**config.mk**
```make
export PLATFORM = sky130hd
export DESIGN_NAME = xnorpop_dot_sequencer
export DESIGN_NICKNAME = d
export VERILOG_FILES = /design/src/rtl/xnorpop_pkg.sv /design/src/rtl/xnorpop128.sv /design/src/rtl/xnorpop_dot_sequencer.sv
export SDC_FILE = /design/constraint.sdc
export NUM_CORES = 1
export LEC_CHECK = 0
export ABC_AREA = 1
export CORE_MARGIN = 2
export CORE_UTILIZATION = 45
export DETAILED_ROUTE_END_ITERATION = 8
export MAX_ROUTING_LAYER = met4
export PLACE_DENSITY = 0.81
export SLEW_MARGIN = 20
export SYNTH_ARGS = -nofsm -noshare
export SYNTH_HDL_FRONTEND = slang
export SYNTH_SLANG_ARGS = --single-unit
```
**constraint.sdc**
```tcl
create_clock -name clk -period 4.4 [get_ports clk]
set_clock_uncertainty 0.15 [all_clocks]
set_input_delay 0.88 -clock clk [delete_from_list [all_inputs] [get_ports clk]]
set_output_delay 0.88 -clock clk [all_outputs]
set_load 0.1 [all_outputs]
```
**src/rtl/xnorpop_pkg.sv**
```systemverilog
// rtl/xnorpop_pkg.sv - shared widths, state encoding and bipolar conversion for the XNOR-popcount sequencer
package xnorpop_pkg;

  localparam int WORD_W = 128;
  localparam int POP_W  = 8;

  typedef enum logic [1:0] {
    IDLE  = 2'd0,
    RUN   = 2'd1,
    DRAIN = 2'd2,
    DONE  = 2'd3
  } state_t;

  // Bipolar dot product 2*pop - 128*len; callers truncate to their result width.
  function automatic logic signed [63:0] bipolar(input logic [62:0] pop, input logic [62:0] len);
    logic signed [63:0] p;
    logic signed [63:0] l;
    p = $signed({1'b0, pop});
    l = $signed({1'b0, len});
    return (p <<< 1) - (l <<< 7);
  endfunction

endpackage

```
**src/rtl/xnorpop128.sv**
```systemverilog
// rtl/xnorpop128.sv - combinational popcount of the XNOR of two 128-bit words
module xnorpop128
  import xnorpop_pkg::*;
(
  input  logic [WORD_W-1:0] x,
  input  logic [WORD_W-1:0] y,
  output logic [POP_W-1:0]  pop
);

  logic [WORD_W-1:0] match;

  assign match = x ~^ y;

  always_comb begin
    pop = '0;
    for (int i = 0; i < WORD_W; i++) begin
      pop = pop + POP_W'(match[i]);
    end
  end

endmodule

```
**src/rtl/xnorpop_dot_sequencer.sv**
```systemverilog
// rtl/xnorpop_dot_sequencer.sv - job sequencer accumulating XNOR popcounts into a bipolar dot product
module xnorpop_dot_sequencer
  import xnorpop_pkg::*;
#(
  parameter int LEN_W = 8,
  parameter int ACC_W = LEN_W + 8
) (
  input  logic                    clk,
  input  logic                    rst,
  input  logic                    start_valid,
  output logic                    start_ready,
  input  logic [LEN_W-1:0]        start_len,
  input  logic                    in_valid,
  output logic                    in_ready,
  input  logic [WORD_W-1:0]       inx,
  input  logic [WORD_W-1:0]       iny,
  output logic                    out_valid,
  input  logic                    out_ready,
  output logic [ACC_W-1:0]        out_pop,
  output logic signed [ACC_W:0]   out_dot,
  output logic                    busy
);

  state_t             state;
  logic [LEN_W-1:0]   len_q;
  logic [LEN_W-1:0]   remaining;
  logic [POP_W-1:0]   pop_q;
  logic               pop_v;
  logic [ACC_W-1:0]   acc;
  logic [ACC_W-1:0]   acc_next;
  logic [POP_W-1:0]   pop_word;
  logic               beat;

  xnorpop128 u_pop (
    .x   (inx),
    .y   (iny),
    .pop (pop_word)
  );

  // Handshake outputs depend only on registered state, never on inputs.
  assign start_ready = (state == IDLE);
  assign in_ready    = (state == RUN) && (remaining != '0);
  assign out_valid   = (state == DONE);
  assign busy        = (state != IDLE);

  assign beat     = in_ready && in_valid;
  assign acc_next = pop_v ? acc + ACC_W'(pop_q) : acc;

  always_ff @(posedge clk or posedge rst) begin
    if (rst) begin
      state     <= IDLE;
      len_q     <= '0;
      remaining <= '0;
      pop_q     <= '0;
      pop_v     <= 1'b0;
      acc       <= '0;
      out_pop   <= '0;
      out_dot   <= '0;
    end else begin
      pop_v <= beat;
      if (beat) begin
        pop_q <= pop_word;
      end
      acc <= acc_next;

      case (state)
        IDLE: begin
          if (start_valid) begin
            len_q <= start_len;
            acc   <= '0;
            pop_v <= 1'b0;
            if (start_len == '0) begin
              out_pop <= '0;
              out_dot <= '0;
              state   <= DONE;
            end else begin
              remaining <= start_len;
              state     <= RUN;
            end
          end
        end
        RUN: begin
          if (beat) begin
            remaining <= remaining - LEN_W'(1);
            if (remaining == LEN_W'(1)) begin
              state <= DRAIN;
            end
          end
        end
        DRAIN: begin
          // acc_next already includes the final beat's count.
          out_pop <= acc_next;
          out_dot <= (ACC_W+1)'(bipolar(63'(acc_next), 63'(len_q)));
          state   <= DONE;
        end
        DONE: begin
          if (out_ready) begin
            state <= IDLE;
          end
        end
        default: state <= IDLE;
      endcase
    end
  end

endmodule

```
* After elaboration in Yosys (flattened, before gate mapping)
Index checks and enable logic that the tools add are counted.
Word-level totals: flip-flop bits (word level) 76, input bits 269, output and inout port bits 37
Cells by class: $add $sub $neg 130, equality and inequality tests 10, mux-type cells 21, bitwise operators 1, reduce and logical (&&, ||, !) cells 12
Operators with widths (count):
- $add A8 B1 Y8 | 126
- $xnor A128 B128 Y128 | 1
- $mux W16 | 5
- $mux W17 | 2
- $pmux W17 S2 | 1
- $pmux W16 S2 | 1
- $mux W8 | 3
- $sub A17 B15 Y17 | 1
- $add A16 B8 Y16 | 1
- $pmux W8 S2 | 1
- $mux W2 | 5
- $eq A8 B1 Y1 const B | 1
- $logic_not A8 Y1 | 1
- $pmux W2 S4 | 1
- $reduce_and A4 Y1 | 2
- $reduce_bool A8 Y1 | 1
- $sub A8 B1 Y8 const B | 1
- $ne A2 B1 Y1 const B | 3
- $ne A2 B2 Y1 const B | 3
- $reduce_bool A2 Y1 | 3
- $eq A2 B2 Y1 const B | 2
- $reduce_and A3 Y1 | 1
- $add A1 B1 Y2 | 1
- $eq A2 B1 Y1 const B | 1
- other kinds (4) | 6

* Logic depth before layout (Yosys ltp)
depth in word-level cells 128, gate-level depth with buffers 28, mapped depth without buffers 28

* Modules after synthesis
A second synthesis with hierarchy kept.
Second synthesis, totals: cell total of the unflattened synthesis 921, area total of the unflattened synthesis 8354.3 um^2
By module, submodules not included:
- xnorpop128 | instances 1, cells each 425, area an instance 4360.4 um^2
- xnorpop_dot_sequencer | instances 1, cells each 496, area an instance 3993.8 um^2

* Worst setup path after synthesis
Ideal clock, no wire load.
path kind input port to flip-flop, from input inx[108], to register pop_q[6], arrival time 7694 ps, setup slack -3571 ps, cell stages on the path 28, buffers on the path 0, path through xnor2_1 > fa_1 > inv_1 > fa_1 > inv_1 > fa_1 > inv_1 > fa_1 > inv_1 > fa_1 > inv_1 > fa_1 > fa_1 > inv_1 > fa_1 > inv_1 > fa_1 > fa_1 > fa_1 > inv_1 > fa_1 > nand3_1 > nand3_1 > a21oi_1 > nor2_1 > nor2_1 > xor2_1 > o21ai_0
Between the ends: cells in the longest elaborated chain, start to end 21
RTL lines:
- from (decl) | line xnorpop_dot_sequencer.sv:15 | input logic [WORD_W-1:0] inx,
- $xnor A128 B128 Y128 | line xnorpop128.sv:12 | assign match = x ~^ y;
- $add A8 B1 Y8 (20 in series) | line xnorpop128.sv:17 | pop = pop + POP_W'(match[i]);
- to (signal assigned) | line xnorpop_dot_sequencer.sv:62 | pop_q <= pop_word;
- to (decl) | line xnorpop_dot_sequencer.sv:27 | logic [POP_W-1:0] pop_q;
Every way passes these cells. A chain may end at the register's enable or synchronous reset.

* Final worst setup path
from input inx[2], to register pop_q[6]
Between the ends: cells in the longest elaborated chain, start to end 127
RTL lines (line):
- $xnor A128 B128 Y128 | xnorpop128.sv:12
- $add A8 B1 Y8 (126 in series) | xnorpop128.sv:17
Every way passes these cells.

==> summary.md <==
| Metric | Value |
|---|---|
| Finished Core Util | between 60 and 70% |
| First-pass GRT wire length | about 35000 um |
| Final instance area | about 12000 um^2 |
| Commonest cells post-synth | inv_1, nand2_1, fa_1 |
| Cts bufs inserted | 9 |
| Post-synth ARST share | 100% |
| Synth unique cells | 47 |
| Post-DP HPWL | 18600 um |
| Yosys reg bits | between 60 and 70 |
| Hold Slack | roughly 320 ps |
| Die Span X | roughly 140 um |
| Final setup vio count | 8 |
| Leading area contributor after synthesis | fa_1 |
| Fmax | about 130 MHz |
| Sequential fraction of the synthesis area | 20.7% |
| Routed WL | 21500 um |
| DR iter-0 viols | 233 |
| Initial antenna violation count | 0 |
| Worst hold path class | flip-flop to flip-flop |
| Maximum cell stage delay along the critical path | around 600 ps |
| CP Class | input pin to flip-flop |
| Root buffer selected by CTS | clkbuf_16 |
| Hold-fix buffers, CTS | 0 |
| Post-route minimum period | 7750 ps |
| Crit Path Max Fanout | 2 |
| Syn avg cell area | between 9 and 10 um^2 |
| Reg-to-reg slack, setup | about 700 ps |
| Die ar. | 19600 um^2 |
| CP endpoint kind | flip-flop |
| Final hold violation count | 0 |
| Worst skew pair latency | approximately 330 ps |
| Worst Tran Pin Value | between 1000 and 1500 ps |
| DP Area | roughly 12000 um^2 |
| Vias | 6804 |
| Critical-path cell list | clkdlybuf4s50_1, xnor2_2, fa_1, fa_1, fa_1, fa_1, fa_1, fa_1, fa_1, fa_1, inv_2, fa_1, fa_1, fa_2, inv_2, fa_2, nand3_2, nand3_2, a21oi_1, nor2_1, nor2_1, xor2_1, o21ai_1 |
| Final period util | 176% |
| Via-to-Cell Ratio | around 4.7 |
| Gpl congestion | 0.850 |
| Initial Util | roughly 46% |
| Synth area leaders | fa_1, dfrtp_1, xnor2_1 |
| Final Max Slew Viols | 0 |
| Final ANT Viol Nets | 0 |
| Die height | ~140 um |
| Worst Setup SP | inx[2] |
| R2r startpoint | pop_q[0] |
| Ys flop type | dfrtp_1 |
| WP buf/inv | 3 |
| WP data required | 4470 ps |
| CP delay by family, top | adder cells |
| EDFF count, synth | 0 |
| RSZ-0062 raised after global routing | true |
| Synth top area share | between 20% and 30% |
| Post-route setup TNS | -24900 ps |
| Status | finished, violations left |
| Critical Path AT | between 7000 and 8000 ps |
| R2R cell count | 17 |
| Startpoint types | input pin |
| ANT cells | 0 |
| 1st-pass router iterations | 6 |
| Total grt overflow | 0 |
| Critical path's slowest cell | fa_1 |
| Routed wire per std cell | 14.9 um |
| Port Buf Inserts | ~300 |
| NumNets Final | 1645 |
| Most frequent CP cell | fa_1 |
| Vias in the first global route | 7318 |
| Violated checks | DRC, setup timing |
| # H-tree levels | 3 |
| Max_cap viols | 0 |
| Num Clock Sinks | 69 |
| Worst hold start | out_dot[15] |
| DRC viols | 6 |
| Core box area | approximately 18000 um^2 |
| # IOs | ~310 |
| Synthesized cell area | around 8300 um^2 |
| Rel. slew slack | around 31% |
| Fraction of layout instances using a drive strength above 1 | between 10% and 20% |
| Area growth, synth to finish | 47.7% |
| Synthesis Warnings | 0 |
| Setup ws final | -3350 ps |
| Synthesized Nets | around 1300 |
| Largest net degree at the start of global routing | between 40 and 50 |
| Crit path depth | 23 |
| Core Rows | around 50 |
| Clock tree buffer depth | 2 |
| Count leader, synth | inv_1 |
| GRT Util Overall | about 23% |
| Syn Inst Count | 891 |
| Hold depth | 2 |
| Worst-path clk slew | around 50 ps |
| CTS tree | built |
[logic make-up after synthesis]
family | count (synthesis) | share of synthesized area (%)
and+or+nand+nor | 231 | 12.4
other | 1 | 0.0450
muxes | 2 | 0.240
adders and majority gates | 166 | 35.5
xor gates and xnor gates | 140 | 14.8
buffers and inverters | 184 | 9.15
AOI/OAI and AO/OA | 98 | 7.12
DFF | 69 | 20.7
[flip-flops by register name, summed over array words and instances, names as in the netlist]
name / cells
out_pop: 16
remaining: 8
acc: 16
state: 2
pop_v: 1
pop_q: 8
len_q: 8
out_dot: 10
[stage by stage]
step,setup slack [ps],cells
after global routing,-3550,1444
after global placement,-3880,1424
after detailed placement,-3970,1424
final,-3350,1444
after CTS,-3360,1443
after floorplan,-3250,891
[final timing paths]
kind                                      to
worst max-delay path                pop_q[6]
worst min-delay path             out_dot[15]
worst max register to register   out_dot[13]
worst min register to register   out_dot[15]
max in group asynchronous         out_pop[5]
min in group asynchronous       remaining[2]
[cells in the final DEF, fill, tap and decap left out, types with 3 or more instances in the layout]
cell type          n
a21oi_1           19
a31oi_1            3
buf_2              5
buf_4             21
buf_6              7
clkbuf_16          9
clkbuf_2          10
clkdlybuf4s15_1   15
clkdlybuf4s15_2    3
clkdlybuf4s50_1  177
dfrtp_1           69
dlygate4sd2_1     73
dlymetal6s2s_1    15
fa_1             115
ha_1              49
inv_1            141
inv_2             23
nand2_1          135
nand2_2           15
nand3_1           15
nand3_2            4
nand4_1            5
nor2_1            41
nor2_2             4
nor2_4             3
o21ai_0           28
o21ai_1           22
o21ai_2           13
xnor2_1           46
xnor2_2           33
xor2_1            49
xor2_2            11
[repair_timing]
action	CTS	global route
setup buffers	3	2
pin swaps	88	41
cloned	0	0
setup endpoints to repair	8	8
gates resized for setup	217	54
[per-layer routing]
layer,GRT usage [%],wire (um)
met3,2.60,710
met2,42.3,11900
met5,-,0
met4,5.48,375
met1,27.0,8460
[layout make-up]
cell class / instances / area [um^2]
multi-input cells: 638 / 6230
inverters: 165 / 624
clock buffers: 12 / 256
fillers: 1363 / 5780
repair buffers: 327 / 3110
clock inverters: 4 / 70.1
flip-flops and latches: 69 / 1730
well taps: 229 / 287
[tightest hold or removal path, delay by kind of cell (launching register included)]
family           cells  cell delay [ps]
flip-flops           1              340
AND/OR/NAND/NOR      2              100
Power is left out: the tool's default activity adds up to more than one toggle a clock period on the data nets, which glitch-free logic cannot reach.
